==> src/rtl/alu_pkg.sv <==
// Shared encodings for the bit-serial ALU sequencer: ALU_control codes,
// 1-bit slice operation codes, FSM states and the per-op decode helper.
package alu_pkg;

    localparam logic [3:0] ALU_AND = 4'b0000;
    localparam logic [3:0] ALU_OR  = 4'b0001;
    localparam logic [3:0] ALU_ADD = 4'b0010;
    localparam logic [3:0] ALU_SUB = 4'b0110;
    localparam logic [3:0] ALU_SLT = 4'b0111;
    localparam logic [3:0] ALU_NOR = 4'b1100;

    localparam logic [1:0] SL_AND   = 2'b00;
    localparam logic [1:0] SL_OR    = 2'b01;
    localparam logic [1:0] SL_ARITH = 2'b10;
    localparam logic [1:0] SL_NONE  = 2'b11;

    typedef enum logic [1:0] {
        ST_IDLE = 2'b00,
        ST_RUN  = 2'b01,
        ST_FIX  = 2'b10,
        ST_DONE = 2'b11
    } state_t;

    typedef struct packed {
        logic       a_inv;
        logic       b_inv;
        logic       cin;
        logic [1:0] sl_op;
        logic       arith;
        logic       ovf_en;
        logic       is_slt;
    } dec_t;

    // Illegal codes select SL_NONE so the slice emits zeros on every bit.
    function automatic dec_t alu_decode(input logic [3:0] op);
        dec_t d;
        d       = '0;
        d.sl_op = SL_NONE;
        case (op)
            ALU_AND: d.sl_op = SL_AND;
            ALU_OR:  d.sl_op = SL_OR;
            ALU_ADD: begin
                d.sl_op  = SL_ARITH;
                d.arith  = 1'b1;
                d.ovf_en = 1'b1;
            end
            ALU_SUB: begin
                d.sl_op  = SL_ARITH;
                d.b_inv  = 1'b1;
                d.cin    = 1'b1;
                d.arith  = 1'b1;
                d.ovf_en = 1'b1;
            end
            ALU_SLT: begin
                d.sl_op  = SL_ARITH;
                d.b_inv  = 1'b1;
                d.cin    = 1'b1;
                d.arith  = 1'b1;
                d.is_slt = 1'b1;
            end
            ALU_NOR: begin
                d.sl_op = SL_AND;
                d.a_inv = 1'b1;
                d.b_inv = 1'b1;
            end
            default: ;
        endcase
        return d;
    endfunction

    function automatic logic is_logic_op(input logic [3:0] op);
        return (op == ALU_AND) || (op == ALU_OR) || (op == ALU_NOR);
    endfunction

endpackage

==> src/rtl/alu_serial_slice.sv <==
// 1-bit ALU slice: optional operand inversion, AND/OR/full-add select.
module alu_serial_slice
    import alu_pkg::*;
(
    input  logic       i_a,
    input  logic       i_b,
    input  logic       i_a_inv,
    input  logic       i_b_inv,
    input  logic       i_cin,
    input  logic [1:0] i_op,
    output logic       o_res,
    output logic       o_cout
);

    logic w_a;
    logic w_b;

    assign w_a    = i_a ^ i_a_inv;
    assign w_b    = i_b ^ i_b_inv;
    assign o_cout = (w_a & w_b) | (i_cin & (w_a ^ w_b));

    always_comb begin
        o_res = 1'b0;
        case (i_op)
            SL_AND:   o_res = w_a & w_b;
            SL_OR:    o_res = w_a | w_b;
            SL_ARITH: o_res = w_a ^ w_b ^ i_cin;
            default:  o_res = 1'b0;
        endcase
    end

endmodule

==> src/rtl/alu_serial_seq.sv <==
// Bit-serial ALU sequencer: drives one alu_serial_slice LSB first and assembles
// a WIDTH-bit result. Define ALU_SERIAL_LOGIC_BYPASS_EN for 1-cycle AND/OR/NOR.
//
// state | meaning
// IDLE  | in_ready=1, waiting for in_valid
// RUN   | one operand bit per clock through the slice
// FIX   | SLT only: fold MSB sum and overflow into the set bit
// DONE  | out_valid=1, outputs held until out_ready
module alu_serial_seq
    import alu_pkg::*;
#(
    parameter int WIDTH = 32,
    parameter int CNT_W = 6
) (
    input  logic             clk_i,
    input  logic             rst_i,
    input  logic             in_valid,
    output logic             in_ready,
    input  logic [WIDTH-1:0] src1,
    input  logic [WIDTH-1:0] src2,
    input  logic [3:0]       ALU_control,
    output logic             out_valid,
    input  logic             out_ready,
    output logic [WIDTH-1:0] result,
    output logic             zero,
    output logic             cout,
    output logic             overflow
);

    localparam logic [CNT_W-1:0] LAST_BIT = CNT_W'(WIDTH - 1);

    state_t           r_state;
    logic [WIDTH-1:0] r_a;
    logic [WIDTH-1:0] r_b;
    logic [3:0]       r_op;
    logic [CNT_W-1:0] r_cnt;
    logic             r_carry;
    logic [WIDTH-2:0] r_acc;
    logic             r_cin_msb;
    logic             r_cout_msb;
    logic             r_in_ready;
    logic             r_out_valid;
    logic [WIDTH-1:0] r_result;
    logic             r_zero;
    logic             r_cout;
    logic             r_ovf;

    dec_t             w_dec;
    dec_t             w_in_dec;
    logic             w_slice_res;
    logic             w_slice_cout;
    logic [WIDTH-1:0] w_acc_next;
    logic             w_set;

    assign w_dec      = alu_decode(r_op);
    assign w_in_dec   = alu_decode(ALU_control);
    // Slice output enters at the top; after WIDTH shifts bit 0 lands at [0].
    assign w_acc_next = {w_slice_res, r_acc};
    assign w_set      = r_acc[WIDTH-2] ^ r_cin_msb ^ r_cout_msb;

`ifdef ALU_SERIAL_LOGIC_BYPASS_EN
    logic [WIDTH-1:0] w_bypass;

    always_comb begin
        w_bypass = '0;
        case (ALU_control)
            ALU_AND: w_bypass = src1 & src2;
            ALU_OR:  w_bypass = src1 | src2;
            ALU_NOR: w_bypass = ~(src1 | src2);
            default: w_bypass = '0;
        endcase
    end
`endif

    alu_serial_slice u_slice (
        .i_a     (r_a[0]),
        .i_b     (r_b[0]),
        .i_a_inv (w_dec.a_inv),
        .i_b_inv (w_dec.b_inv),
        .i_cin   (r_carry),
        .i_op    (w_dec.sl_op),
        .o_res   (w_slice_res),
        .o_cout  (w_slice_cout)
    );

    always_ff @(posedge clk_i) begin
        if (!rst_i) begin
            r_state     <= ST_IDLE;
            r_a         <= '0;
            r_b         <= '0;
            r_op        <= '0;
            r_cnt       <= '0;
            r_carry     <= 1'b0;
            r_acc       <= '0;
            r_cin_msb   <= 1'b0;
            r_cout_msb  <= 1'b0;
            r_in_ready  <= 1'b1;
            r_out_valid <= 1'b0;
            r_result    <= '0;
            r_zero      <= 1'b0;
            r_cout      <= 1'b0;
            r_ovf       <= 1'b0;
        end else begin
            case (r_state)
                ST_IDLE: begin
                    if (in_valid) begin
                        r_a        <= src1;
                        r_b        <= src2;
                        r_op       <= ALU_control;
                        r_cnt      <= '0;
                        r_carry    <= w_in_dec.cin;
                        r_acc      <= '0;
                        r_in_ready <= 1'b0;
                        r_state    <= ST_RUN;
`ifdef ALU_SERIAL_LOGIC_BYPASS_EN
                        if (is_logic_op(ALU_control)) begin
                            r_result    <= w_bypass;
                            r_zero      <= (w_bypass == '0);
                            r_cout      <= 1'b0;
                            r_ovf       <= 1'b0;
                            r_out_valid <= 1'b1;
                            r_state     <= ST_DONE;
                        end
`endif
                    end
                end
                ST_RUN: begin
                    r_a     <= r_a >> 1;
                    r_b     <= r_b >> 1;
                    r_acc   <= w_acc_next[WIDTH-1:1];
                    r_carry <= w_slice_cout;
                    r_cnt   <= r_cnt + CNT_W'(1);
                    if (r_cnt == LAST_BIT) begin
                        r_cin_msb  <= r_carry;
                        r_cout_msb <= w_slice_cout;
                        if (w_dec.is_slt) begin
                            r_state <= ST_FIX;
                        end else begin
                            r_result    <= w_acc_next;
                            r_zero      <= (w_acc_next == '0);
                            r_cout      <= w_dec.arith & w_slice_cout;
                            r_ovf       <= w_dec.ovf_en & (r_carry ^ w_slice_cout);
                            r_out_valid <= 1'b1;
                            r_state     <= ST_DONE;
                        end
                    end
                end
                ST_FIX: begin
                    r_result    <= {{(WIDTH-1){1'b0}}, w_set};
                    r_zero      <= ~w_set;
                    r_cout      <= r_cout_msb;
                    r_ovf       <= 1'b0;
                    r_out_valid <= 1'b1;
                    r_state     <= ST_DONE;
                end
                ST_DONE: begin
                    if (out_ready) begin
                        r_out_valid <= 1'b0;
                        r_in_ready  <= 1'b1;
                        r_state     <= ST_IDLE;
                    end
                end
                default: r_state <= ST_IDLE;
            endcase
        end
    end

    assign in_ready  = r_in_ready;
    assign out_valid = r_out_valid;
    assign result    = r_result;
    assign zero      = r_zero;
    assign cout      = r_cout;
    assign overflow  = r_ovf;

endmodule

==> config.mk <==
export PLATFORM = sky130hd
export DESIGN_NAME = alu_serial_seq
export DESIGN_NICKNAME = d
export VERILOG_FILES = /design/src/rtl/alu_pkg.sv /design/src/rtl/alu_serial_slice.sv /design/src/rtl/alu_serial_seq.sv
export SDC_FILE = /design/constraint.sdc
export NUM_CORES = 1
export LEC_CHECK = 0
export ABC_AREA = 1
export CAP_MARGIN = 20
export CORE_MARGIN = 1
export CORE_UTILIZATION = 48
export DETAILED_ROUTE_END_ITERATION = 6
export DONT_BUFFER_PORTS = 1
export GPL_TIMING_DRIVEN = 0
export HOLD_SLACK_MARGIN = 0.1
export PLACE_DENSITY = 0.61
export SETUP_SLACK_MARGIN = 0.3
export SLEW_MARGIN = 0
export SYNTH_ARGS = -nofsm -noshare
export SYNTH_HDL_FRONTEND = slang
export SYNTH_HIERARCHICAL = 1
export SYNTH_SLANG_ARGS = --single-unit
==> constraint.sdc <==
create_clock -name clk_i -period 2.2 [get_ports clk_i]
set_input_delay 0.22 -clock clk_i [delete_from_list [all_inputs] [get_ports clk_i]]
set_output_delay 0.22 -clock clk_i [all_outputs]
set_load 0.1 [all_outputs]
==> results of run 1 <==
-- worst max-delay path, cell delays in order, from the launching register on --
cell and delay, ns:
dfxtp_4 0.35, nor2_4 0.11, nand3_2 0.09, inv_2 0.08, xor2_2 0.17, inv_2 0.07, buf_4 0.13, buf_4 0.12
buf_4 0.12, ha_1 0.16, nand3b_1 0.16, nand2_2 0.11, nor2_2 0.04, nand2_1 0.05, nor2_1 0.04, nand3_1 0.08
nor2_1 0.05, nor2_1 0.08, nor2_1 0.04
-- state kept, by name, summed over array words and instances, names as in the netlist, 2 cells and up --
register	cells
r_a	32
r_b	32
result	32
r_acc	31
r_cnt	6
r_op	4
r_state	2
-- metal layers --
| metal | wire length, um | global-route usage, % | share of wire, % | up-vias |
|---|---|---|---|---|
| met5 | 0 | 0 | 0 | - |
| met4 | 476 | 10.5 | 2.8 | 0 |
| met3 | 804 | 7.67 | 4.7 | 37 |
| met2 | 8460 | 45.5 | 50 | 164 |
| met1 | 7250 | 30.1 | 43 | 2860 |
| li1 | - | - | - | 3145 |
-- worst min path at each step --
stage,startpoint,to,slack (ns),cells after the start
after global routing,rst_i,r_b[26],0.18,3
after global placement,src1[25],r_a[25],0.39,2
after floorplan,src2[0],r_b[0],0.38,2
final,out_ready,in_ready,0.13,3
after CTS,out_ready,in_ready,0.12,3
after detailed placement,src2[12],r_b[12],0.39,2
-- logic make-up after synthesis --
logic type | Yosys count | synth area share (%)
compound gates | 203 | 17.4
fa+ha+maj | 9 | 1.89
simple gates | 431 | 26.4
flops | 147 | 46.2
buf+inv | 109 | 7.62
xor+xnor | 4 | 0.550
-- cell usage in the layout (no fill, tap or decap), types with 2 or more instances in the layout --
master / count
bufinv_16: 6
o21ai_0: 45
inv_2: 8
nor3_1: 2
o21ai_2: 2
inv_1: 41
ha_1: 7
clkbuf_2: 7
buf_4: 18
dlygate4sd3_1: 68
nand2_1: 309
a31oi_1: 62
nand3_1: 15
nand2_2: 2
dfxtp_2: 3
dfxtp_1: 143
nor2_2: 2
nor2_1: 87
clkbuf_8: 4
buf_2: 15
nand4_1: 2
clkbuf_16: 17
a21oi_1: 58
nand3b_1: 2
buf_6: 5
o21ai_1: 34
clkinv_2: 2
o211ai_1: 2
nand3_2: 3
nor2_4: 3
clkbuf_4: 3
clkbuf_1: 26
-- what timing repair did --
| item | CTS | global route |
|---|---|---|
| setup buffers | 9 | 3 |
| cloned | 0 | 1 |
| endpoints found under the setup margin | 61 | 116 |
| endpoints found under the hold margin | 68 | 0 |
| hold buffers | 68 | 0 |
| gates resized for setup | 15 | 28 |
| pin swaps | 7 | 6 |
-- power by group --
group	switching, mW	internal, mW
Clock	1.10	2.24
Combinational	2.75	1.63
Sequential	1.68	3.39
-- final cells by class --
cell class / count / area (um2)
multi-input cells: 647 / 3020
well taps: 172 / 215
inverters: 49 / 184
repair buffers: 81 / 788
clock buffers: 23 / 488
clock inverters: 9 / 198
plain buffers: 60 / 327
fillers: 1124 / 4600
flip-flops and latches: 147 / 2950
-- per-stage QoR --
stage          setup WS, ns  total power [mW]  util (%)
4_1_cts              0.0595              12.6      63.1
3_5_place_dp        -0.0459              8.94      51.6
6_report             0.0602              12.8      64.0
5_1_grt              -0.159              13.6      64.0
2_1_floorplan         0.186              7.96         -
3_3_place_gp        -0.0419              8.81      51.6
==> impl_metrics.tcl, run 1 <==
set metrics [dict create \
    clkSinkCount 147 \
    antenna_cells 0 \
    cts_inserted_buffers 17 \
    grt_max_degree 17 \
    clk_pin_slew_ns 0.06 \
    final_antenna_net_count 0 \
    num_vias 6206 \
    syn_nets 984 \
    period_needed_ns 2.14 \
    post-route-period-util_pct 97.3 \
    yosysTopAreaCellShare_pct 46.2 \
    setup_tns_ns 0 \
    reg2reg_depth 18 \
    synthArstFlopShare_pct 0 \
    gr-total-overflow 0 \
    worstHoldPathType "in2reg" \
    dpl-instance-area_um2 6600 \
    synth_common_cells "nand2_1 (311), dfxtp_1 (147), nor2_1 (91), a31oi_1 (62), a21oi_1 (58)" \
    die-width_um 117 \
    cp_max_fo 3 \
    start_kind "flip-flop" \
    grt_pass1_vias 5903 \
    max_clock_freq_mhz 467 \
    netlist_instances 903 \
    ys_seq_area_share_pct 46.2 \
    dp_cells 1075 \
    remaining_drc_errors 0 \
    finClkSkew_ns 0.00619 \
    ioPinCount 109 \
    die_y_um 117 \
    synth_flop_cell "dfxtp_1" \
    syn_to_final_growth_pct 28.2 \
    cts_tree "built" \
    synth_cell_types 29 \
    drive_above_1_share_pct 10.7 \
    yosysTopAreaCell "dfxtp_1" \
    final_area_um2 8170 \
    core_area_um2 12800 \
    cp-startpoint "r_op[1]" \
    maxCapViolations 0 \
    grt_pass1_wl_mm 27.6 \
    finalSetupViolCount 0 \
    drtIter0Drc 410 \
    relSlewSlack_pct 30.9 \
    io_buffers 0 \
    worstSetupPathType "reg2reg" \
    worstPathRequired_ns 2.52 \
    fin_cells 1188 \
    htreeDepth 4 \
    timing.rr.end "zero" \
    ir_drop_uv 758 \
    clockBufferDepth 2 \
    status "finished clean" \
    synth.most_common_cell "nand2_1" \
    rr_startpoint "r_op[1]" \
    drt-total-wl_mm 17.0 \
    ys.warnings.count 6 \
    ys_top_cells_by_area "dfxtp_1 (46%), nand2_1 (18%), a31oi_1 (6.1%), nor2_1 (5.4%), a21oi_1 (4.6%)" \
    slew_violations 0 \
    antenna_found_initial 0 \
    die_area_um2 13700 \
    place_hpwl_mm 11.1 \
    reg2reg_setup_slack_ns 0.06 \
    rsz0062_at_grt "true" \
    finalNetCount 1084 \
    start_util_pct 49.9 \
    place.gp.congestion 0.854 \
    synth_area_per_cell_um2 7.06 \
    crit_arrival_ns 2.46 \
    drtPass1Iterations 5 \
    critPathCaptureType "flip-flop" \
    hold_ws_ns 0.130 \
    power.density_nw_per_um2 1570 \
    track_usage_pct 26.2 \
    clock_latency_ns 0.43 \
    num_rows 41 \
    synth_area_um2 6370 \
    finalHoldViolCount 0 \
    wl_per_cell_um 14.3 \
    synth_edf_count 0 \
    worstSetupEndpoint "zero" \
    via_per_inst 5.22 \
    clockRootBuffer "clkbuf_16" \
    worst_slew_pin_slew_ns 1.03 \
    p_leak_nw 3.31 \
    ys_ff_latch 147 \
]
No activity file was read; power rests on OpenSTA's default activity.
==> run 2: changes to the inputs <==
Settings changed: SLEW_MARGIN 0 to default, SYNTH_HIERARCHICAL 1 to default.
==> run 2 against run 1 <==
Hold slack got worse by 0.011 ns. Register-to-register slack improved by 0.19 ns. Die area fell by 4.2%. Cell area fell by 5.1%. Flip-flop and latch count did not move. Synthesized cell count fell by 7.6%. Sequential power fell by 32%. Via count fell by 6.9%. Critical endpoint is now result[31].
==> impl_metrics.tcl, run 2 <==
set metrics [dict create \
    ys_ff_latch 147 \
    p_sw_share_pct 35.6 \
    drtIter0Drc 355 \
    yosysTopAreaCell "dfxtp_1" \
    worstSetupPathType "reg2reg" \
    finClkSkew_ns 0.00560 \
    yosysTopAreaCellShare_pct 48.2 \
    num_rows 40 \
    antenna_cells 0 \
    ys_seq_area_share_pct 48.2 \
    cts_inserted_buffers 17 \
    antenna_found_initial 0 \
    place_hpwl_mm 10.1 \
    ys.warnings.count 0 \
    rsz0062_at_grt "true" \
    synth.most_common_cell "nand2_1" \
    num_vias 5776 \
    final_cell_mix "nand2_1 (348), dfxtp_1 (143), a21oi_1 (80), dlygate4sd3_1 (70), a31oi_1 (63)" \
    synth_common_cells "nand2_1 (352), dfxtp_1 (147), a21oi_1 (82), a31oi_1 (63), nor2_1 (38)" \
    ioPinCount 109 \
    multi_input_area_um2 2860 \
    timing.rr.end "result[31]" \
    grt_pass1_wl_mm 24.6 \
    p_comb_share_pct 30.2 \
    drt-total-wl_mm 15.6 \
    grt_pass1_vias 5333 \
    place.gp.congestion 0.857 \
    drtPass1Iterations 5 \
    finalSetupViolCount 0 \
    n_fill_cell 1110 \
    p_clk_share_pct 31.4 \
    clkSinkCount 147 \
    relSlewSlack_pct 30.8 \
    ir_drop_uv 608 \
    htreeDepth 4 \
    worstSetupEndpoint "result[31]" \
    synth_edf_count 0 \
    die_y_um 115 \
    start_util_pct 49.9 \
    track_usage_pct 23.8 \
    crit_arrival_ns 2.22 \
    setup_tns_ns 0 \
    cp_max_fo 3 \
    drive_above_1_share_pct 11.5 \
    grt_max_degree 17 \
    rr_startpoint "r_op[0]" \
    maxCapViolations 0 \
    ys_top_cells_by_area "dfxtp_1 (48%), nand2_1 (22%), a21oi_1 (6.7%), a31oi_1 (6.5%), nor2_1 (2.3%)" \
    p_leak_nw 2.87 \
    final_antenna_net_count 0 \
    m1WireLength_mm 7.05 \
    wl_met2_mm 7.59 \
    synth_area_per_cell_um2 7.31 \
    switchingPower_mw 3.19 \
    max_clock_freq_mhz 513 \
    core_area_um2 12200 \
    finalHoldViolCount 0 \
    crit_path_max_incr_delay_ns 0.59 \
    remaining_drc_errors 0 \
    start_kind "flip-flop" \
    die_area_um2 13200 \
    path_cells "inv_2 > nand4_1 > xor2_2 > fa_1 > inv_1 > nand2_2 > nand3_4 > nand2_2 > a21oi_2" \
    fin_cells 1111 \
    worstPathRequired_ns 2.47 \
    power.internal_mw 5.77 \
    dp_cells 1002 \
    period_needed_ns 1.95 \
    synth_flop_cell "dfxtp_1" \
    syn_to_final_growth_pct 27.1 \
    highest_layer "met4" \
    gr-total-overflow 0 \
    critPathCaptureType "flip-flop" \
    crit_path_frequent_cell "nand2_2" \
    final_common_cell "nand2_1" \
    finalNetCount 1012 \
    reg2reg_depth 9 \
    clock_latency_ns 0.41 \
    cp-startpoint "r_op[0]" \
    slowest_stage "fa_1" \
    via_per_inst 5.20 \
    post-route-period-util_pct 88.6 \
    cp_top_family "adder cells" \
    seqCellArea_um2 2950 \
    slew_violations 0 \
    path_depth 9 \
    p_seq_share_pct 38.4 \
    synthArstFlopShare_pct 0 \
    power.density_nw_per_um2 1160 \
    clockBufferDepth 2 \
    syn_nets 914 \
    worstHoldPathType "in2reg" \
    status "finished clean" \
    reg2reg_setup_slack_ns 0.25 \
    worst_slew_pin_slew_ns 1.04 \
    synth_area_um2 6100 \
    clk_pin_slew_ns 0.06 \
    cts_tree "built" \
    io_buffers 0 \
    wl_met3_um 738 \
    wl_per_cell_um 14.0 \
    clockRootBuffer "clkbuf_16" \
    netlist_instances 834 \
    critPathBufInv 2 \
    die-width_um 115 \
    synth_cell_types 30 \
]
run 2: cell count changes after synthesis, moves of 3 or more:
cell and delta:
o21ai_0 -21, o21ai_1 -30, a21oi_1 +24, inv_1 -22, nand3_1 -3, buf_2 +7
nor2_1 -53, nand2_1 +41, clkbuf_1 -16
run 2: metal layers:
metal	vias to the layer above	global-route usage [%]
met2	155	40.4
li1	2919	-
met3	16	6.51
met1	2686	29.5
met4	0	7.19
met5	-	0
run 2: per-stage QoR:
stage	area, um2	hold WS (ns)	setup slack, ns	power (mW)	util (%)
2_1_floorplan	6100	0.368	0.482	5.24	-
3_3_place_gp	6310	0.378	0.229	5.76	51.7
3_5_place_dp	6310	0.381	0.233	5.84	51.7
4_1_cts	7600	0.106	0.301	8.79	62.2
5_1_grt	7750	0.130	0.164	9.47	63.5
6_report	7750	0.119	0.252	8.96	63.5
run 2: worst min-delay path by stage:
stage	cells past startpoint	to	slack (ns)	start
2_1_floorplan	2	r_a[31]	0.37	src1[31]
3_3_place_gp	2	r_a[31]	0.38	src1[31]
4_1_cts	3	r_b[1]	0.11	rst_i
5_1_grt	3	r_b[3]	0.13	rst_i
6_report	3	r_b[1]	0.12	rst_i
3_5_place_dp	2	r_b[31]	0.38	src2[31]
run 2: cells by family after synthesis:
| group | share of synthesized area [%] |
|---|---|
| DFF | 48.2 |
| xor gates and xnor gates | 0.431 |
| adders and majority gates | 1.76 |
| AOI/OAI and AO/OA | 16.0 |
| buffers and inverters | 6.26 |
| and+or+nand+nor | 27.3 |
run 2: area by class of cell:
cell class,count,area share (%)
clock inverters,5,0.969
clock buffers,25,6.39
plain buffers,50,3.62
flip-flops and latches,147,38.1
multi-input cells,609,37.0
repair buffers,78,9.82
well taps,168,2.71
inverters,29,1.44
run 2: power by group through the flow:
stage / Sequential (mW) / Clock (mW) / Combinational [mW]
after CTS: 3.43 / 2.85 / 2.51
after global routing: 3.49 / 2.98 / 3.01
final: 3.44 / 2.81 / 2.71
after global placement: 3.46 / 0 / 2.30
after detailed placement: 3.47 / 0 / 2.37
after floorplan: 3.42 / 0 / 1.82
run 2: tightest hold or removal path, cell delays in order:
cell,delay [ns]
buf_2,0.15
o21ai_0,0.08
a31oi_1,0.04
run 2: repair_timing:
item                                    CTS  global route
cloned                                    0             1
hold buffers                             69             1
hold endpoints to repair                 70             4
endpoints found under the setup margin   14           126
gates resized for setup                   7            26
buffers inserted                          0             8
pin swaps                                 0             9
